### config.mk
export PLATFORM = sky130hd
export DESIGN_NAME = pipelined_shifter
export DESIGN_NICKNAME = d
export VERILOG_FILES = /design/src/rtl/shifter_pkg.sv /design/src/rtl/pipelined_shifter_stage.sv /design/src/rtl/pipelined_shifter.sv
export SDC_FILE = /design/constraint.sdc
export NUM_CORES = 1
export LEC_CHECK = 0
export ABC_AREA = 1
export BUFFER_PORTS_ARGS = -buffer_cell sky130_fd_sc_hd__buf_2
export CORE_ASPECT_RATIO = 0.75
export CORE_MARGIN = 1
export CORE_UTILIZATION = 40
export CTS_CLUSTER_SIZE = 25
export DETAILED_ROUTE_END_ITERATION = 7
export GPL_ROUTABILITY_DRIVEN = 0
export GPL_TIMING_DRIVEN = 0
export SETUP_SLACK_MARGIN = 0.02
export SYNTH_ARGS = -nofsm -noshare
export SYNTH_HDL_FRONTEND = slang
export SYNTH_SLANG_ARGS = --single-unit
### constraint.sdc
create_clock -name clk -period 1.9 [get_ports clk]
set_clock_uncertainty 0.1 [all_clocks]
set_input_delay 0.095 -clock clk [delete_from_list [all_inputs] [get_ports clk]]
set_output_delay 0.095 -clock clk [all_outputs]
set_load 0.02 [all_outputs]
### src/rtl/shifter_pkg.sv
// Shared encodings and elaboration-time helpers for the pipelined log-shifter.
// Shift-amount levels are split evenly across register stages; trailing stages may own none.
package shifter_pkg;

  typedef enum logic [1:0] {
    SHIFTOP_SLL = 2'b00,
    SHIFTOP_ROL = 2'b01,
    SHIFTOP_SRL = 2'b10,
    SHIFTOP_SRA = 2'b11
  } shiftop_e;

  function automatic int shamt_width(input int data_width);
    return $clog2(data_width);
  endfunction

  function automatic int levels_per_stage(input int data_width, input int stages);
    int l;
    l = $clog2(data_width);
    return (l + stages - 1) / stages;
  endfunction

  function automatic int stage_first_level(input int data_width, input int stages, input int k);
    int l;
    int f;
    l = $clog2(data_width);
    f = k * levels_per_stage(data_width, stages);
    return (f > l) ? l : f;
  endfunction

  // Number of levels owned by stage k; zero means the stage is a pure register.
  function automatic int stage_num_levels(input int data_width, input int stages, input int k);
    int l;
    int e;
    l = $clog2(data_width);
    e = (k + 1) * levels_per_stage(data_width, stages);
    if (e > l) e = l;
    return e - stage_first_level(data_width, stages, k);
  endfunction

endpackage

### src/rtl/pipelined_shifter_stage.sv
// One register stage of the log-shifter: conditional power-of-two shifts for its levels,
// then a register that holds while the pipeline is stalled. Rotate only with SHIFTER_ROTATE_EN.
module shifter_stage
  import shifter_pkg::*;
#(
  parameter int DATA_WIDTH  = 32,
  parameter int TAG_WIDTH   = 4,
  parameter int SHAMT_W     = 5,
  parameter int FIRST_LEVEL = 0,
  parameter int NUM_LEVELS  = 1
) (
  input  logic                  clk,
  input  logic                  rst,
  input  logic                  i_hold,
  input  logic                  i_valid,
  input  logic [DATA_WIDTH-1:0] i_data,
  input  shiftop_e              i_op,
  input  logic [SHAMT_W-1:0]    i_b,
  input  logic                  i_sign,
  input  logic [TAG_WIDTH-1:0]  i_tag,
  output logic                  o_valid,
  output logic [DATA_WIDTH-1:0] o_data,
  output shiftop_e              o_op,
  output logic [SHAMT_W-1:0]    o_b,
  output logic                  o_sign,
  output logic [TAG_WIDTH-1:0]  o_tag
);

  logic [DATA_WIDTH-1:0] w_data;
  logic [SHAMT_W-1:0]    w_rem;

  logic                  r_valid;
  logic [DATA_WIDTH-1:0] r_data;
  shiftop_e              r_op;
  logic [SHAMT_W-1:0]    r_b;
  logic                  r_sign;
  logic [TAG_WIDTH-1:0]  r_tag;

  // Shift-amount bits are consumed LSB-first so no variable bit-select is needed.
  always_comb begin
    int amt;
    amt    = 0;
    w_data = i_data;
    w_rem  = i_b >> FIRST_LEVEL;
    for (int l = 0; l < NUM_LEVELS; l++) begin
      amt = 1 << (FIRST_LEVEL + l);
      if (w_rem[0]) begin
        case (i_op)
          SHIFTOP_SLL: w_data = w_data << amt;
          SHIFTOP_SRL: w_data = w_data >> amt;
          SHIFTOP_SRA: w_data = (w_data >> amt) | ({DATA_WIDTH{i_sign}} << (DATA_WIDTH - amt));
`ifdef SHIFTER_ROTATE_EN
          SHIFTOP_ROL: w_data = (w_data << amt) | (w_data >> (DATA_WIDTH - amt));
`endif
          default:     w_data = w_data;
        endcase
      end
      w_rem = w_rem >> 1;
    end
  end

  always_ff @(posedge clk) begin
    if (rst) begin
      r_valid <= 1'b0;
      r_data  <= '0;
      r_op    <= SHIFTOP_SLL;
      r_b     <= '0;
      r_sign  <= 1'b0;
      r_tag   <= '0;
    end else if (!i_hold) begin
      r_valid <= i_valid;
      r_data  <= w_data;
      r_op    <= i_op;
      r_b     <= i_b;
      r_sign  <= i_sign;
      r_tag   <= i_tag;
    end
  end

  assign o_valid = r_valid;
  assign o_data  = r_data;
  assign o_op    = r_op;
  assign o_b     = r_b;
  assign o_sign  = r_sign;
  assign o_tag   = r_tag;

endmodule

### src/rtl/pipelined_shifter.sv
// Pipelined SLL/SRL/SRA (+ rotate-left when SHIFTER_ROTATE_EN is defined) with valid/ready
// on both sides. The whole pipe freezes on output backpressure; the last stage is the output.
module pipelined_shifter
  import shifter_pkg::*;
#(
  parameter int DATA_WIDTH = 32,
  parameter int STAGES     = 5,
  parameter int TAG_WIDTH  = 4
) (
  input  logic                          clk,
  input  logic                          rst,
  input  logic                          in_valid,
  output logic                          in_ready,
  input  logic [DATA_WIDTH-1:0]         in_A,
  input  logic [$clog2(DATA_WIDTH)-1:0] in_B,
  input  logic [1:0]                    in_Shiftop,
  input  logic [TAG_WIDTH-1:0]          in_tag,
  output logic                          out_valid,
  input  logic                          out_ready,
  output logic [DATA_WIDTH-1:0]         out_Result,
  output logic [TAG_WIDTH-1:0]          out_tag,
  output logic                          busy
);

  localparam int SHAMT_W = shamt_width(DATA_WIDTH);

  logic                  w_stall;
  logic                  w_accept;
  shiftop_e              w_in_op;
  logic [DATA_WIDTH-1:0] w_in_data;

  logic                  s_valid [STAGES];
  logic [DATA_WIDTH-1:0] s_data  [STAGES];
  shiftop_e              s_op    [STAGES];
  logic [SHAMT_W-1:0]    s_b     [STAGES];
  logic                  s_sign  [STAGES];
  logic [TAG_WIDTH-1:0]  s_tag   [STAGES];

  logic                  q_valid [STAGES];
  logic [DATA_WIDTH-1:0] q_data  [STAGES];
  shiftop_e              q_op    [STAGES];
  logic [SHAMT_W-1:0]    q_b     [STAGES];
  logic                  q_sign  [STAGES];
  logic [TAG_WIDTH-1:0]  q_tag   [STAGES];

  logic [STAGES-1:0]     w_valid_vec;
  logic                  w_unused_tail;

  assign w_stall  = out_valid && !out_ready;
  assign in_ready = !w_stall && !rst;
  assign w_accept = in_valid && in_ready;
  assign w_in_op  = shiftop_e'(in_Shiftop);

`ifdef SHIFTER_ROTATE_EN
  assign w_in_data = in_A;
`else
  // Without rotate hardware a ROL request carries zero data, so every stage yields zero.
  assign w_in_data = (w_in_op == SHIFTOP_ROL) ? '0 : in_A;
`endif

  for (genvar gi = 0; gi < STAGES; gi++) begin : g_stage
    if (gi == 0) begin : g_head
      assign s_valid[gi] = w_accept;
      assign s_data[gi]  = w_in_data;
      assign s_op[gi]    = w_in_op;
      assign s_b[gi]     = in_B;
      assign s_sign[gi]  = in_A[DATA_WIDTH-1];
      assign s_tag[gi]   = in_tag;
    end else begin : g_link
      assign s_valid[gi] = q_valid[gi-1];
      assign s_data[gi]  = q_data[gi-1];
      assign s_op[gi]    = q_op[gi-1];
      assign s_b[gi]     = q_b[gi-1];
      assign s_sign[gi]  = q_sign[gi-1];
      assign s_tag[gi]   = q_tag[gi-1];
    end

    shifter_stage #(
      .DATA_WIDTH  (DATA_WIDTH),
      .TAG_WIDTH   (TAG_WIDTH),
      .SHAMT_W     (SHAMT_W),
      .FIRST_LEVEL (stage_first_level(DATA_WIDTH, STAGES, gi)),
      .NUM_LEVELS  (stage_num_levels(DATA_WIDTH, STAGES, gi))
    ) u_stage (
      .clk     (clk),
      .rst     (rst),
      .i_hold  (w_stall),
      .i_valid (s_valid[gi]),
      .i_data  (s_data[gi]),
      .i_op    (s_op[gi]),
      .i_b     (s_b[gi]),
      .i_sign  (s_sign[gi]),
      .i_tag   (s_tag[gi]),
      .o_valid (q_valid[gi]),
      .o_data  (q_data[gi]),
      .o_op    (q_op[gi]),
      .o_b     (q_b[gi]),
      .o_sign  (q_sign[gi]),
      .o_tag   (q_tag[gi])
    );

    assign w_valid_vec[gi] = q_valid[gi];
  end

  assign out_valid  = q_valid[STAGES-1];
  assign out_Result = q_data[STAGES-1];
  assign out_tag    = q_tag[STAGES-1];
  assign busy       = |w_valid_vec;

  assign w_unused_tail = ^{q_op[STAGES-1], q_b[STAGES-1], q_sign[STAGES-1]};

endmodule

* Word-level counts from Yosys, hierarchy flattened
Index checks and enable logic that the tools add are counted.
** Storage, ports and cells
- Register bits :: 217
- Bits in latches :: 0
- RAM bits :: 0
- Bits in read-only memories :: 0
- Input port bits :: 47
- Output and inout bits :: 39
- Memories :: 0
** Operators by class
- $add $sub $neg :: 0
- Multipliers :: 0
- Divide/modulo/power cells :: 0
- Magnitude comparators :: 0
- Equality and inequality tests :: 11
- Shifts and indexed selects :: 0
- Multiplexer cells :: 11
- Bitwise gates (word level) :: 5
- Reductions and logical operators :: 12
** Operators by type and width (number)
- $pmux 32 s3 :: 5
- $mux 32 :: 6
- $or 16x32->32 :: 1
- $or 24x32->32 :: 1
- $or 28x32->32 :: 1
- $or 30x32->32 :: 1
- $or 31x32->32 :: 1
- $eq 2x2->1 const B :: 10
- $logic_not 2->1 :: 5
- $reduce_or 5->1 :: 1
- $logic_and 1x1->1 :: 3
- $logic_not 1->1 :: 3
- $eq 2x1->1 const B :: 1

* Depth between registers and ports, before layout
- Depth in word-level cells :: 5
- Gate-level depth with buffers :: 9
- Gate-level depth less buffers :: 7

* Cells and area by module
A second synthesis with hierarchy kept.
** Second synthesis, totals
- Cells, all modules :: 1843
- Area total of the unflattened synthesis :: 11479.8 µm²
** Modules (own cells, without submodules)
- shifter_stage (g_stage[1].u_stage) :: instances 1, cells an instance 384, area each 2304.7 µm², seq. area each 900.9 µm²
- shifter_stage (g_stage[0].u_stage) :: instances 1, cells an instance 372, area each 2302.2 µm², seq. area each 900.9 µm²
- shifter_stage (g_stage[2].u_stage) :: instances 1, cells an instance 349, area each 2265.9 µm², seq. area each 900.9 µm²
- shifter_stage (g_stage[3].u_stage) :: instances 1, cells an instance 338, area each 2178.3 µm², seq. area each 900.9 µm²
- shifter_stage (g_stage[4].u_stage) :: instances 1, cells an instance 320, area each 2094.5 µm², seq. area each 900.9 µm²
- pipelined_shifter :: instances 1, cells an instance 80, area each 334.1 µm², seq. area each 0.0 µm²

* Worst setup path after synthesis
No wires, ideal clock.
- Kind :: reg-to-reg
- From :: register g_stage[4].u_stage.r_valid
- To :: register g_stage[3].u_stage.r_data[8]
- Setup time :: 0.117 ns
- Data arrival time :: 1.133 ns
- Setup slack :: 0.550 ns
- Stages on the path, launching flop included :: 6
- Path buffers :: 2
- Clock period less this slack :: 1.350 ns
- Cell sequence :: dfxtp_1 nand2_4 buf_2 buf_2 o21ai_0 nor2_1
** On the way
- Longest elaborated chain between the ends :: 1
** Ends and longest elaborated chain
- start: declaration :: line pipelined_shifter_stage.sv:32 : logic r_valid;
- start signal: assignment :: line pipelined_shifter_stage.sv:71 : r_valid <= i_valid;
- $logic_and 1x1->1 :: line pipelined_shifter.sv:49 : assign w_stall = out_valid && !out_ready;
- end signal: assignment :: line pipelined_shifter_stage.sv:72 : r_data <= w_data;
- end: declaration :: line pipelined_shifter_stage.sv:33 : logic [DATA_WIDTH-1:0] r_data;
Every way passes these cells.
A chain may end at the register's enable or synchronous reset.

* Worst setup path after layout
- From :: input in_Shiftop[1]
- To :: register g_stage[0].u_stage.r_data[18]
** On the way
- Longest elaborated chain between the ends :: 5
** Ends and longest elaborated chain
- start: declaration :: line pipelined_shifter.sv:16 : input logic [1:0] in_Shiftop,
- $eq 2x1->1 :: line pipelined_shifter.sv:58 : assign w_in_data = (w_in_op == SHIFTOP_ROL) ? '0 : in_A;
- $mux 32 :: line pipelined_shifter.sv:58
- $or 31x32->32 :: line pipelined_shifter_stage.sv:51 : SHIFTOP_SRA: w_data = (w_data >> amt) | ({DATA_WIDTH{i_sign}} << (DATA_WIDTH - amt));
- $pmux 32 s3 :: line pipelined_shifter_stage.sv:48 : case (i_op)
- $mux 32 (*) :: line pipelined_shifter_stage.sv:47 : if (w_rem[0]) begin
- end signal: assignment :: line pipelined_shifter_stage.sv:72
- end: declaration :: line pipelined_shifter_stage.sv:33
Every way passes the cells marked *; elsewhere a longest branch is shown, timed or not.

==> flow_summary.ini <==
[synthesis]
ys_types = 26
async_flop_share_pct = 0
ys.flop_type = dfxtp_1
syn_inst = 1625
avgSynthCellArea_um2 = 6.369
synth_top_area_share_pct = 40.04
synthTopCellsByArea = dfxtp_1 40%, nand2_1 18%, nand3_1 9.8%
ys_ff_latch = 207
synth_fp_nets = 1672
post-synth-top-area-cell = dfxtp_1
synth_area_um2 = 10350
synth_edf_count = 0
yosysSeqAreaShare_pct = 40.04
yosysWarnings = 0

[die]
core_um2 = 25150
fp.dieArea_um2 = 26530
die_h_um = 141.3
die_w_um = 187.7
start_util_pct = 41.15
io_pins = 86
row_count = 50

[pwr]
power_density_nw_per_um2 = 807.7
combPwrFrac_pct = 12.0
switching_share_pct = 26.98
seq_power_share_pct = 47.0
clockPowerShare_pct = 41.0
power.internal_mw = 7.369
power.switching_mw = 2.722
peakVddDrop_v = 0.0006887
power_mw = 10.09
leakage_nw = 5.859

[clock_network]
clock-root-buffer = clkbuf_16
clk_pin_slew_ns = 0.06
clock-sinks = 207
ctsLongestPathBuffers = 3
cts_setup_buffers = 0
tritoncts = yes
numCtsBuffers = 23
htreeDepth = 1
clk_latency_ns = 0.51

[finish]
drive_gt1_share_pct = 12.15
nNetsFinal = 1840
fill_cells = 2681
n_antenna_cell = 0
final_common_cell = nand2_1
final_cells = 2141
design_area_um2 = 12490
fin_util_pct = 49.68
final_cell_mix = 495 x nand2_1, 220 x nor2_1, 206 x dfxtp_1
synthToLayoutAreaGrowth_pct = 20.71

[drt]
num_vias = 11710
top_layer = met5
wl_met2_um = 14190
vias_per_cell = 5.470
met1_length_um = 18460
avgRoutedWirePerCell_um = 17.44
ant_nets = 0
drt_iter0_drc = 1367
drc = 0
first_pass_iters = 6
met3_length_um = 3782
wl_um = 37350

[worst_setup_path]
worstSetupPathType = in -> reg
cp_max_fo = 10
reg2reg_slack_ns = 0.10
r2r_start = g_stage[4].u_stage.o_valid$_SDFFE_PP0N_
end_kind = flip-flop
worstRegToRegCells = 6
startpoint = in_Shiftop[1]
required_ns = 2.20
startpoint_type = input pin
worstPathArrival_ns = 2.13
worst_r2r_endpoint = g_stage[1].u_stage.o_data[26]$_SDFFE_PP0N_

[sta]
fin_crit_sh_pct = 96.09
slew_headroom_pct = 53.51
fmax_mhz = 547.7
max_slew.worst_pin.slew_ns = 0.6973
setup_viol = 0
finalWorstPathRequiredPeriod_ns = 1.826
hold_viol = 0
fin_ws_ns = 0.07421
slew_violations = 0
holdWs_ns = 0.2218
fin_tns_setup_ns = 0
rsz0062_at_grt = true

[global_routing]
grt_usage_pct = 27.80
grt.overflow.total = 0
antenna_found_initial = 1
grt_pass1_vias = 10370
grt_start_max_net_pins = 13
grt_pass1_wl_um = 58230

[worst_hold_path]
min_to = g_stage[0].u_stage.o_tag[3]$_SDFFE_PP0N_
holdPathStages = 4
hold_path.startpoint = in_tag[3]
hold_class = in -> reg

[placement]
pre_cts_ws_ns = 0.05901
placed_cells = 2047
port_buffers = 84
placed_area_um2 = 11190
hpwlAfterDp_um = 27470

[flow_run]
drv_cap = 0

[outcome]
status = complete, no violations
-- worst max path at each step --
stage,cells past startpoint,end,slack (ns)
finish,10,g_stage[0].u_stage.o_data[18]$_SDFFE_PP0N_,0.07
floorplan,5,g_stage[3].u_stage.o_data[8]$_SDFFE_PP0N_,0.55
global placement,5,g_stage[0].u_stage.o_data[1]$_SDFFE_PP0N_,0.08
global route,9,g_stage[0].u_stage.o_data[11]$_SDFFE_PP0N_,-0.01
detailed placement,5,g_stage[0].u_stage.o_data[4]$_SDFFE_PP0N_,0.06
CTS,5,g_stage[0].u_stage.o_data[4]$_SDFFE_PP0N_,0.03
-- cell usage after synthesis (2+ instances only) --
library cell  instances
nor2_1              221
a31oi_1               9
buf_2                62
buf_1                 4
a21oi_1              80
o22ai_1              25
nor2_4                3
o21ai_0             175
dfxtp_1             207
nor2_2                2
nand2_1             496
nand3_1             202
inv_2                 8
inv_1                63
clkbuf_1             38
buf_4                18
nand4_1               3
-- power by group through the flow --
stage	Combinational (mW)	Clock [mW]	Sequential (mW)
6_report	1.21	4.13	4.75
2_1_floorplan	0.717	0	4.76
3_5_place_dp	1.08	0	4.83
5_1_grt	1.35	4.35	4.76
3_3_place_gp	1.07	0	4.83
4_1_cts	1.18	4.21	4.73
-- cell families (layout without fill, tap and decap cells) --
kind of cell / count (synthesis) / after routing / share of synthesized area (%)
AND/OR/NAND/NOR: 931 / 931 / 36.79
AO/OA/AOI/OAI: 292 / 292 / 14.63
buffers and inverters: 195 / 373 / 8.547
flip-flops: 207 / 207 / 40.04
-- what timing repair did --
| item | 4_1_cts | 5_1_grt |
|---|---|---|
| resized for setup | 1 | 13 |
| hold buffers | 59 | 0 |
| endpoints found under the hold margin | 48 | 0 |
| endpoints found under the setup margin | 1 | 31 |
-- sequential cells by signal, summed over array words and instances, names as in the netlist --
signal / cells
g_stage.u_stage.o_sign: 4
g_stage.u_stage.o_valid: 5
g_stage.u_stage.o_b: 10
g_stage.u_stage.o_op: 8
g_stage.u_stage.o_tag: 20
g_stage.u_stage.o_data: 160
-- metal layers --
layer  up-vias  GRT usage [%]
met5         -          1.648
met4         4          6.205
met3        58          6.134
met2       571          37.15
met1      5463          43.88
li1       5616              -
-- area by class of cell --
| class | count | area [µm²] | area share, % |
|---|---|---|---|
| multi-input cells | 1223 | 5331 | 42.67 |
| inverters | 72 | 270.3 | 2.163 |
| plain buffers | 123 | 628.1 | 5.028 |
| repair buffers | 143 | 1011 | 8.092 |
| clock inverters | 4 | 26.28 | 0.2103 |
| clock buffers | 31 | 655.6 | 5.248 |
| well taps | 338 | 422.9 | 3.385 |
| flip-flops and latches | 207 | 4148 | 33.20 |
-- critical path: stages --
cell and delay [ns]:
dlygate4sd3_1 0.54, buf_2 0.18, inv_2 0.14, nand2_2 0.11, buf_4 0.20, nand3_1 0.08, nand2_1 0.05, dlygate4sd3_1 0.55
nor2_1 0.13, nor2_1 0.05
(Power assumes the default switching activity.)
